## src/rtl/fetch_pkg.sv

```systemverilog
// Shared types and constants for the instruction-fetch block.
//   fetch_state_e : fetch sequencer states
//   fetch_entry_t : one buffered fetch result {pc, instr}
//   FETCH_XLEN    : address/instruction width used by fetch_entry_t
//   PC_INC        : sequential PC increment (bytes)
package fetch_pkg;

    localparam int unsigned FETCH_XLEN = 32;
    localparam int unsigned PC_INC     = 4;

    typedef enum logic [1:0] {
        BOOT,
        REQ,
        WAIT
    } fetch_state_e;

    typedef struct packed {
        logic [FETCH_XLEN-1:0] pc;
        logic [FETCH_XLEN-1:0] instr;
    } fetch_entry_t;

endpackage

```

## src/rtl/fetch_fifo.sv

```systemverilog
// 2-entry synchronous FIFO of fetch results feeding IF/ID.
// Ports:
//   clk, rst_n  : clock, asynchronous active-low reset
//   push        : write push_data (ignored when full unless a pop frees a slot)
//   push_data   : entry to write
//   pop         : remove head (ignored when empty)
//   flush       : empty the FIFO; wins over push and pop
//   count       : number of valid entries (0..2)
//   head_valid  : count != 0
//   head        : oldest entry (storage is reset to zero)
module fetch_fifo
    import fetch_pkg::*;
(
    input  logic         clk,
    input  logic         rst_n,
    input  logic         push,
    input  fetch_entry_t push_data,
    input  logic         pop,
    input  logic         flush,
    output logic [1:0]   count,
    output logic         head_valid,
    output fetch_entry_t head
);

    fetch_entry_t mem_q [2];
    logic         wr_ptr_q;
    logic         rd_ptr_q;
    logic [1:0]   count_q;
    logic         do_push;
    logic         do_pop;

    assign do_pop  = pop && (count_q != 2'd0);
    assign do_push = push && ((count_q != 2'd2) || do_pop);

    always_ff @(posedge clk or negedge rst_n) begin
        if (!rst_n) begin
            mem_q[0] <= '0;
            mem_q[1] <= '0;
            wr_ptr_q <= 1'b0;
            rd_ptr_q <= 1'b0;
            count_q  <= 2'd0;
        end else if (flush) begin
            wr_ptr_q <= 1'b0;
            rd_ptr_q <= 1'b0;
            count_q  <= 2'd0;
        end else begin
            if (do_push) begin
                mem_q[wr_ptr_q] <= push_data;
                wr_ptr_q        <= ~wr_ptr_q;
            end
            if (do_pop) begin
                rd_ptr_q <= ~rd_ptr_q;
            end
            count_q <= count_q + 2'(do_push) - 2'(do_pop);
        end
    end

    assign count      = count_q;
    assign head_valid = (count_q != 2'd0);
    assign head       = mem_q[rd_ptr_q];

endmodule

```

## src/rtl/fetch_ctrl.sv

```systemverilog
// Instruction-fetch sequencer: owns the PC, issues single-outstanding req/gnt/rvalid fetches,
// buffers results in a 2-entry FIFO toward IF/ID and discards wrong-path responses after a
// redirect from EX.
// Ports:
//   clk, rst_n              : clock, asynchronous active-low reset
//   redirect_i/redirect_pc_i: EX redirect and target (low two bits ignored)
//   imem_req_o/imem_addr_o  : fetch request and address (= PC)
//   imem_gnt_i              : request accepted
//   imem_rvalid_i/rdata_i   : response, one per granted request
//   if_valid_o/pc_o/instr_o : FIFO head toward IF/ID
//   if_ready_i              : IF/ID accepts head
//   fetch_pc_o              : current PC register
module fetch_ctrl
    import fetch_pkg::*;
#(
    parameter logic [31:0] RESET_PC = 32'h0000_0000,
    parameter int unsigned XLEN     = FETCH_XLEN
) (
    input  logic            clk,
    input  logic            rst_n,
    input  logic            redirect_i,
    input  logic [XLEN-1:0] redirect_pc_i,
    output logic            imem_req_o,
    output logic [XLEN-1:0] imem_addr_o,
    input  logic            imem_gnt_i,
    input  logic            imem_rvalid_i,
    input  logic [XLEN-1:0] imem_rdata_i,
    output logic            if_valid_o,
    output logic [XLEN-1:0] if_pc_o,
    output logic [XLEN-1:0] if_instr_o,
    input  logic            if_ready_i,
    output logic [XLEN-1:0] fetch_pc_o
);

    fetch_state_e    state_q, state_d;
    logic [XLEN-1:0] pc_q, pc_d;
    logic [XLEN-1:0] req_pc_q, req_pc_d;
    logic [XLEN-1:0] pend_pc_q, pend_pc_d;
    logic            kill_q, kill_d;

    logic            redirect_ok;
    logic [XLEN-1:0] redirect_tgt;
    logic [1:0]      fifo_count;
    logic            fifo_push;
    fetch_entry_t    push_entry;
    fetch_entry_t    head;

    // Redirects are not honoured in the boot cycle.
    assign redirect_ok  = redirect_i && (state_q != BOOT);
    assign redirect_tgt = redirect_pc_i & ~XLEN'(3);

    // Request only from REQ with FIFO space; the count cannot grow in REQ, so once raised the
    // request holds until granted.
    assign imem_req_o  = (state_q == REQ) && (fifo_count != 2'd2);
    assign imem_addr_o = pc_q;
    assign fetch_pc_o  = pc_q;

    assign push_entry = '{pc: req_pc_q, instr: imem_rdata_i};

    always_comb begin
        state_d   = state_q;
        pc_d      = pc_q;
        req_pc_d  = req_pc_q;
        pend_pc_d = pend_pc_q;
        kill_d    = kill_q;
        fifo_push = 1'b0;

        unique case (state_q)
            BOOT: begin
                state_d = REQ;
            end
            REQ: begin
                if (imem_req_o && imem_gnt_i) begin
                    state_d  = WAIT;
                    req_pc_d = pc_q;
                end
                if (redirect_ok) begin
                    // A raised request must keep its address, so defer the target.
                    if (imem_req_o) begin
                        kill_d    = 1'b1;
                        pend_pc_d = redirect_tgt;
                    end else begin
                        pc_d = redirect_tgt;
                    end
                end
            end
            WAIT: begin
                if (imem_rvalid_i) begin
                    state_d = REQ;
                    kill_d  = 1'b0;
                    if (redirect_ok) begin
                        pc_d = redirect_tgt;
                    end else if (kill_q) begin
                        pc_d = pend_pc_q;
                    end else begin
                        fifo_push = 1'b1;
                        pc_d      = req_pc_q + XLEN'(PC_INC);
                    end
                end else if (redirect_ok) begin
                    kill_d    = 1'b1;
                    pend_pc_d = redirect_tgt;
                end
            end
            default: begin
                state_d = BOOT;
            end
        endcase
    end

    always_ff @(posedge clk or negedge rst_n) begin
        if (!rst_n) begin
            state_q   <= BOOT;
            pc_q      <= RESET_PC[XLEN-1:0];
            req_pc_q  <= '0;
            pend_pc_q <= '0;
            kill_q    <= 1'b0;
        end else begin
            state_q   <= state_d;
            pc_q      <= pc_d;
            req_pc_q  <= req_pc_d;
            pend_pc_q <= pend_pc_d;
            kill_q    <= kill_d;
        end
    end

    // Redirect flushes the FIFO; flush priority inside the FIFO drops a same-cycle pop.
    fetch_fifo u_fifo (
        .clk       (clk),
        .rst_n     (rst_n),
        .push      (fifo_push),
        .push_data (push_entry),
        .pop       (if_ready_i),
        .flush     (redirect_ok),
        .count     (fifo_count),
        .head_valid(if_valid_o),
        .head      (head)
    );

    assign if_pc_o    = head.pc;
    assign if_instr_o = head.instr;

endmodule
```

## config.mk

```make
export PLATFORM = sky130hd
export DESIGN_NAME = fetch_ctrl
export DESIGN_NICKNAME = d
export VERILOG_FILES = /design/src/rtl/fetch_pkg.sv /design/src/rtl/fetch_fifo.sv /design/src/rtl/fetch_ctrl.sv
export SDC_FILE = /design/constraint.sdc
export NUM_CORES = 1
export LEC_CHECK = 0
export CAP_MARGIN = 20
export CORE_MARGIN = 1
export CORE_UTILIZATION = 48
export CTS_CLUSTER_DIAMETER = 200
export DETAILED_ROUTE_END_ITERATION = 6
export GPL_ROUTABILITY_DRIVEN = 0
export PLACE_DENSITY_LB_ADDON = 0.25
export SLEW_MARGIN = 25
export SYNTH_ARGS = -nofsm -noshare
export SYNTH_HDL_FRONTEND = slang
export SYNTH_SLANG_ARGS = --single-unit
```

## constraint.sdc

```tcl
create_clock -name clk -period 2.3 [get_ports clk]
set_input_delay 0.345 -clock clk [delete_from_list [all_inputs] [get_ports clk]]
set_output_delay 0.345 -clock clk [all_outputs]
set_load 0.02 [all_outputs]
```

-- Word-level counts from Yosys, hierarchy flattened
Index checks and enable logic that the tools add are counted.
- register bits after elaboration: 231
- word-level logic and storage cells: 87
- output and inout bits: 130
- input port bits: 70
- reduce and logical (&&, ||, !) cells: 19
- $lt $le $gt $ge: 3
- equal/unequal tests: 11
- muxes and demuxes: 34
- $add $sub $neg: 3
- bitwise logic cells: 5
- operator list (kind ; number):
    32-bit two-way mux ; 9
    64-bit two-way mux ; 4
    128-bit bitwise mux ; 1
    32-bit one-hot mux with 2 select lines ; 2
    64-bit demux with 1-bit select ; 1
    32-bit by 3-bit adder with 32-bit output, second input constant ; 1
    2-bit inequality test, second input constant ; 7
    1-bit two-way mux ; 12
    2-bit nonzero test ; 5
    4-bit AND reduction ; 2
    1-bit logical AND ; 6
    2-bit two-way mux ; 3
    2-bit one-hot mux with 3 select lines ; 1
    2-bit AND reduction ; 3
    5-bit AND reduction ; 1
    2-bit >= comparator, second input constant ; 2
    1-bit NOT with 2-bit output ; 2
    3-bit inequality test, second input constant ; 1
    1-bit NOT ; 3
    2-bit by 1-bit adder with 2-bit output ; 1
    2-bit by 1-bit equality test with 1-bit output, second input constant ; 1
    2-bit equality test, second input constant ; 1
    2-bit zero test ; 1
    2-bit by 1-bit < comparator with 1-bit output, second input constant ; 1
    other kinds (4) ; 4

-- Longest topological paths before layout
- depth after elaboration: 9
- depth in mapped cells: 8

-- Cells and area by module
Synthesis repeated with hierarchy kept, for this count alone.
- cells, all modules: 832
- area total of the unflattened synthesis: 10994.3 um^2
- modules (own cells, without submodules) (module ; cells each ; seq. area each (um^2) ; area an instance (um^2) ; times used):
    fetch_fifo ; 365 ; 3303.2 ; 6038.3 ; 1
    fetch_ctrl ; 467 ; 2427.3 ; 4956.0 ; 1

-- Worst setup path before layout
Ideal clock, no wire load.
- path type: flip-flop to flip-flop
- start: register state_q[0]
- end: register u_fifo.mem_q[64] (netlist bit)
- slack: 235 ps
- path buffers: 2
- library setup time: 125 ps
- period minus slack after synthesis: 2065 ps
- arrival: 1940 ps
- stages on the path, launching flop included: 7
- data required time: 2175 ps
- cell sequence: dfrtp_1 -> nand4bb_4 -> or2_1 -> buf_2 -> nor3_4 -> buf_6 -> mux2_2
- cells in the longest elaborated chain, start to end: 7
- elaborated cells on any way between the ends: 9
- classes of those cells: eq/ne: 1; mux: 3; bitwise: 1; reduce/logical: 4
- RTL lines (item ; line ; source):
    start: declaration ; fetch_ctrl.sv:35 ; fetch_state_e state_q, state_d;
    start signal: assignment ; fetch_ctrl.sv:118 ; state_q <= state_d;
    2-bit nonzero test ; fetch_ctrl.sv:49 ; assign redirect_ok = redirect_i && (state_q != BOOT);
    1-bit logical AND ; fetch_ctrl.sv:49 ;
    1-bit two-way mux ; fetch_ctrl.sv:91 ; if (redirect_ok) begin
    1-bit two-way mux ; fetch_ctrl.sv:88 ; if (imem_rvalid_i) begin
    1-bit two-way mux ; fetch_ctrl.sv:68 ; unique case (state_q)
    1-bit logical AND ; fetch_fifo.sv:33 ; assign do_push = push && ((count_q != 2'd2) || do_pop);
    2-bit AND reduction (no source line) * ; -- ;
    end signal: indexed assignment ; fetch_fifo.sv:48 ; mem_q[wr_ptr_q] <= push_data;
    end: declaration ; fetch_fifo.sv:25 ; fetch_entry_t mem_q [2];
Mark *: on every way between the ends. The rest lies on a longest branch, timed or not.
A chain may end at the register's enable or synchronous reset.

-- Worst setup path after layout
- start: register u_fifo.rd_ptr_q
- end: output if_pc_o[18]
- cells in the longest elaborated chain, start to end: 4
- RTL lines (item ; line ; source):
    start: declaration ; fetch_fifo.sv:27 ; logic rd_ptr_q;
    start signal: assignment ; fetch_fifo.sv:52 ; rd_ptr_q <= ~rd_ptr_q;
    1-bit NOT with 2-bit output (not written as such) ; fetch_fifo.sv:60 ; assign head = mem_q[rd_ptr_q];
    64-bit two-way mux (not written as such) (3 in a row) ; fetch_fifo.sv:60 ;
    end: declaration ; fetch_ctrl.sv:29 ; output logic [XLEN-1:0] if_pc_o,
No other way between the ends. The select of a mux whose other input is x is not followed.

==> results.json <==
{
  "synth_top_cell_area_share": 0.534,
  "seq_area_sq_mm": 0.00573,
  "drive_above_1_share": 0.359,
  "crit-reg2reg-capture": "u_fifo.mem_q[97]$_DFFE_PN0P_",
  "cpLargestDelayFamily": "buffers and inverters",
  "setup-violations-final": 0,
  "place_worst_setup_slack_ps": -179,
  "timing.final.ws_setup_ps": 79.2,
  "fmaxAchievable_ghz": 0.450,
  "timing.reg2reg.worst_path_depth": 5,
  "tns_ps": 0,
  "leakagePower_nw": 6.56,
  "critical_path_class": "reg2out",
  "ant_nets": 0,
  "vdd_drop_max_uv": 668,
  "initial_antenna_violation_count": 0,
  "dp_hpwl_microns": 16500,
  "power.density_cell_area_mw_per_mm2": 1220,
  "reg2reg_setup_slack_ps": 260,
  "cts_root_buf": "clkbuf_16",
  "max_slew_margin": 0.573,
  "drc": 0,
  "netlist.top_cell.by_area": "dfrtp_1",
  "ys_top_cells_by_count": "mux2_2 (249), dfrtp_1 (229), nand2_1 (39)",
  "groute.layer.met2.usage": 0.339,
  "grt_use_total": 0.213,
  "grt_busiest_layer": "met2",
  "design.core.area_sq_mm": 0.0219,
  "endpoint": "if_pc_o[18]",
  "worst_slew_pin_slew_ps": 639,
  "cts_inserted_buffers": 24,
  "drt_iter0_drc": 273,
  "synth.most_common_cell": "mux2_2",
  "regToRegStartpoint": "state_q[0]$_DFFE_PN0P_",
  "die_area_sq_mm": 0.0230,
  "antenna-diode-count": 0,
  "ys_async_sr_fraction": 1.00,
  "path_clk_slew_ps": 60,
  "report.final.slew_viol_count": 0,
  "synth_adder_area_share": 0.00350,
  "dieWidth_microns": 152,
  "clock_latency_ps": 510,
  "rsz0062_at_grt": "no",
  "synth_edf_count": 0,
  "avgRoutedWirePerCell_microns": 18.6,
  "critPathMaxFanout": 12,
  "tritoncts": "yes",
  "nets": 1088,
  "critical_path.startpoint": "u_fifo.rd_ptr_q$_DFFE_PN0P_",
  "critical-path-slowest-cell": "dfrtp_2",
  "io-pin-count": 200,
  "post-route-min-period_ps": 2220,
  "final_core_util": 0.629,
  "clock_tree.htree_level_count": 1,
  "postSynthAreaPerCell_sq_um": 13.0,
  "worst_clock_skew_ps": 16.9,
  "grt_use_met3": 0.0446,
  "top_cells_by_area_in_the_synthesized_netlist": "dfrtp_1 (53%), mux2_2 (26%), buf_4 (2.3%)",
  "firstDrtPassIters": 4,
  "dieHeight_microns": 152,
  "drt-total-wl_microns": 24400,
  "clockBufferDepth": 3,
  "min-delay-path-class": "in2async",
  "maxCapViolCount": 0,
  "worst-path-stages": 4,
  "crit_path_cell_trace": "buf_6 -> buf_12 -> mux2_2 -> clkdlybuf4s15_2",
  "synthesized_instance_count": 825,
  "fillerInstances": 1770,
  "post-route-period-util": 0.966,
  "synthDistinctLibCells": 44,
  "required_ps": 1960,
  "avgViaCountPerCell": 5.41,
  "cp_data_arrival_time_ps": 1880,
  "yosys.area_share.xor_xnor": 0.0228,
  "area_fraction_in_and_or_nand_and_nor_cells_after_synthesis": 0.0717,
  "synthesis.yosys.warnings": 0,
  "grt.met1_usage": 0.299,
  "synth_ff_type": "dfrtp_1",
  "area_growth_pct": 28.3,
  "timing_hold_violations_final": 0,
  "main_combinational_cell_family_by_area_after_synthesis": "multiplexers",
  "synth_nets": 898,
  "crit_path_max_incr_delay_ps": 460,
  "vias": 7095,
  "crit_path_end_kind": "primary output",
  "buffers_plus_inverters_on_the_worst_setup_path": 3,
  "crit_path_start_kind": "flip-flop",
  "multi_input_area_sq_mm": 0.00448,
  "muxShareOfSynthArea": 0.274,
  "grt_pass1_wl_microns": 38200,
  "hold_slack_ps": 421,
  "grt_pass1_vias": 7085,
  "placement.io_buffers": 197,
  "clock_sinks": 229,
  "ys_seq_elements": 229,
  "grt_remaining_overflow": 0,
  "initial_utilization": 0.490,
  "status": "finished, final reports clean",
  "synthesized_area_fraction_occupied_by_ao_oa_aoi_and_oai_cells": 0.0435,
  "synth.cell_area_sq_mm": 0.0107,
  "placementRows": 54,
  "grt_start_max_net_pins": 78,
  "synth_sequential_area_ratio": 0.534
}
==> cell families (layout without fill, tap and decap cells) <==
group	Yosys count	in the layout
AO/OA/AOI/OAI	71	71
multiplexers	262	262
adder cells (fa/ha/maj)	3	3
AND/OR/NAND/NOR	145	145
flip-flops	229	229
buffers and inverters	87	294
XOR/XNOR	28	28
==> area by class of cell <==
class | count | area share
clock buffers | 33 | 0.0512
flip-flops and latches | 229 | 0.416
well taps | 280 | 0.0254
multi-input cells | 509 | 0.325
repair buffers | 245 | 0.175
inverters | 6 | 0.00164
clock inverters | 10 | 0.00545
==> layer usage <==
metal	vias up	routed length, microns
met5	-	0
met3	32	1600
met4	0	438
met2	195	11100
met1	3580	11200
li1	3288	-
==> report_power, final <==
part	switching, mW	total, mW	internal [mW]
Combinational	3.16	6.63	3.47
Clock	1.54	3.79	2.25
Sequential	1.13	6.39	5.26
Total	5.83	16.8	11.0
==> registers in the layout (all words and copies together) (netlist names), 2 cells and up <==
name,cells
state_q,2
u_fifo.mem_q,128
fetch_pc_o,32
pend_pc_q,30
u_fifo.count,2
req_pc_q,32
==> stage by stage <==
stage	std cells	instance area, sq um	total power, mW
floorplan	825	10700	10.5
global placement	1264	13000	13.1
detailed placement	1264	13000	13.3
CTS	1311	13800	17.0
global route	1312	13800	17.8
finish	1312	13800	16.8
==> cells in the final DEF, fill, tap and decap left out, drive strengths merged, types with 2 or more instances in the layout <==
master         netlist  final
o21a                 2      2
inv                  6      6
clkinv               0      9
o211ai               7      7
nand3               18     18
a32oi                4      4
nor2b                2      2
xnor2               11     11
clkdlybuf4s50        0    131
and3                15     15
ha                   3      3
clkdlybuf4s15        0     12
mux2               254    254
a21oi               16     16
dfrtp              229    229
a41oi                2      2
buf                 47     52
or2                  3      3
nor4                 2      2
clkbuf              34     41
nand2b               4      4
dlygate4sd2          0     41
o21ai               19     19
a221o                3      3
and2                 6      6
nor2                29     29
nor3                 4      4
o22ai                5      5
nor3b                2      2
a221oi              10     10
mux2i                8      8
nand2               39     39
nand4               10     10
nand3b               6      6
xor2                17     17
and4                 3      3
==> worst min path at each step <==
stage	start	endpoint	slack [ps]	cells past startpoint
after floorplan	rst_n	fetch_pc_o[0]$_DFFE_PN0P_	50	0
after global placement	rst_n	u_fifo.mem_q[71]$_DFFE_PN0P_	370	1
after detailed placement	rst_n	u_fifo.mem_q[71]$_DFFE_PN0P_	380	1
after CTS	redirect_pc_i[4]	fetch_pc_o[4]$_DFFE_PN0P_	410	3
after global routing	redirect_pc_i[8]	pend_pc_q[8]$_DFFE_PN0P_	450	2
final	rst_n	u_fifo.mem_q[71]$_DFFE_PN0P_	420	2
==> timing repair <==
| action | 4_1_cts | 5_1_grt |
|---|---|---|
| resized for setup | 107 | 13 |
| hold endpoints to repair | 69 | 0 |
| buffers inserted | 3 | 0 |
| hold buffers | 1 | 0 |
| endpoints found under the setup margin | 65 | 24 |
| pin swaps | 0 | 0 |
| cloned | 0 | 1 |
Note: power is estimated with default switching activity, not from simulation.
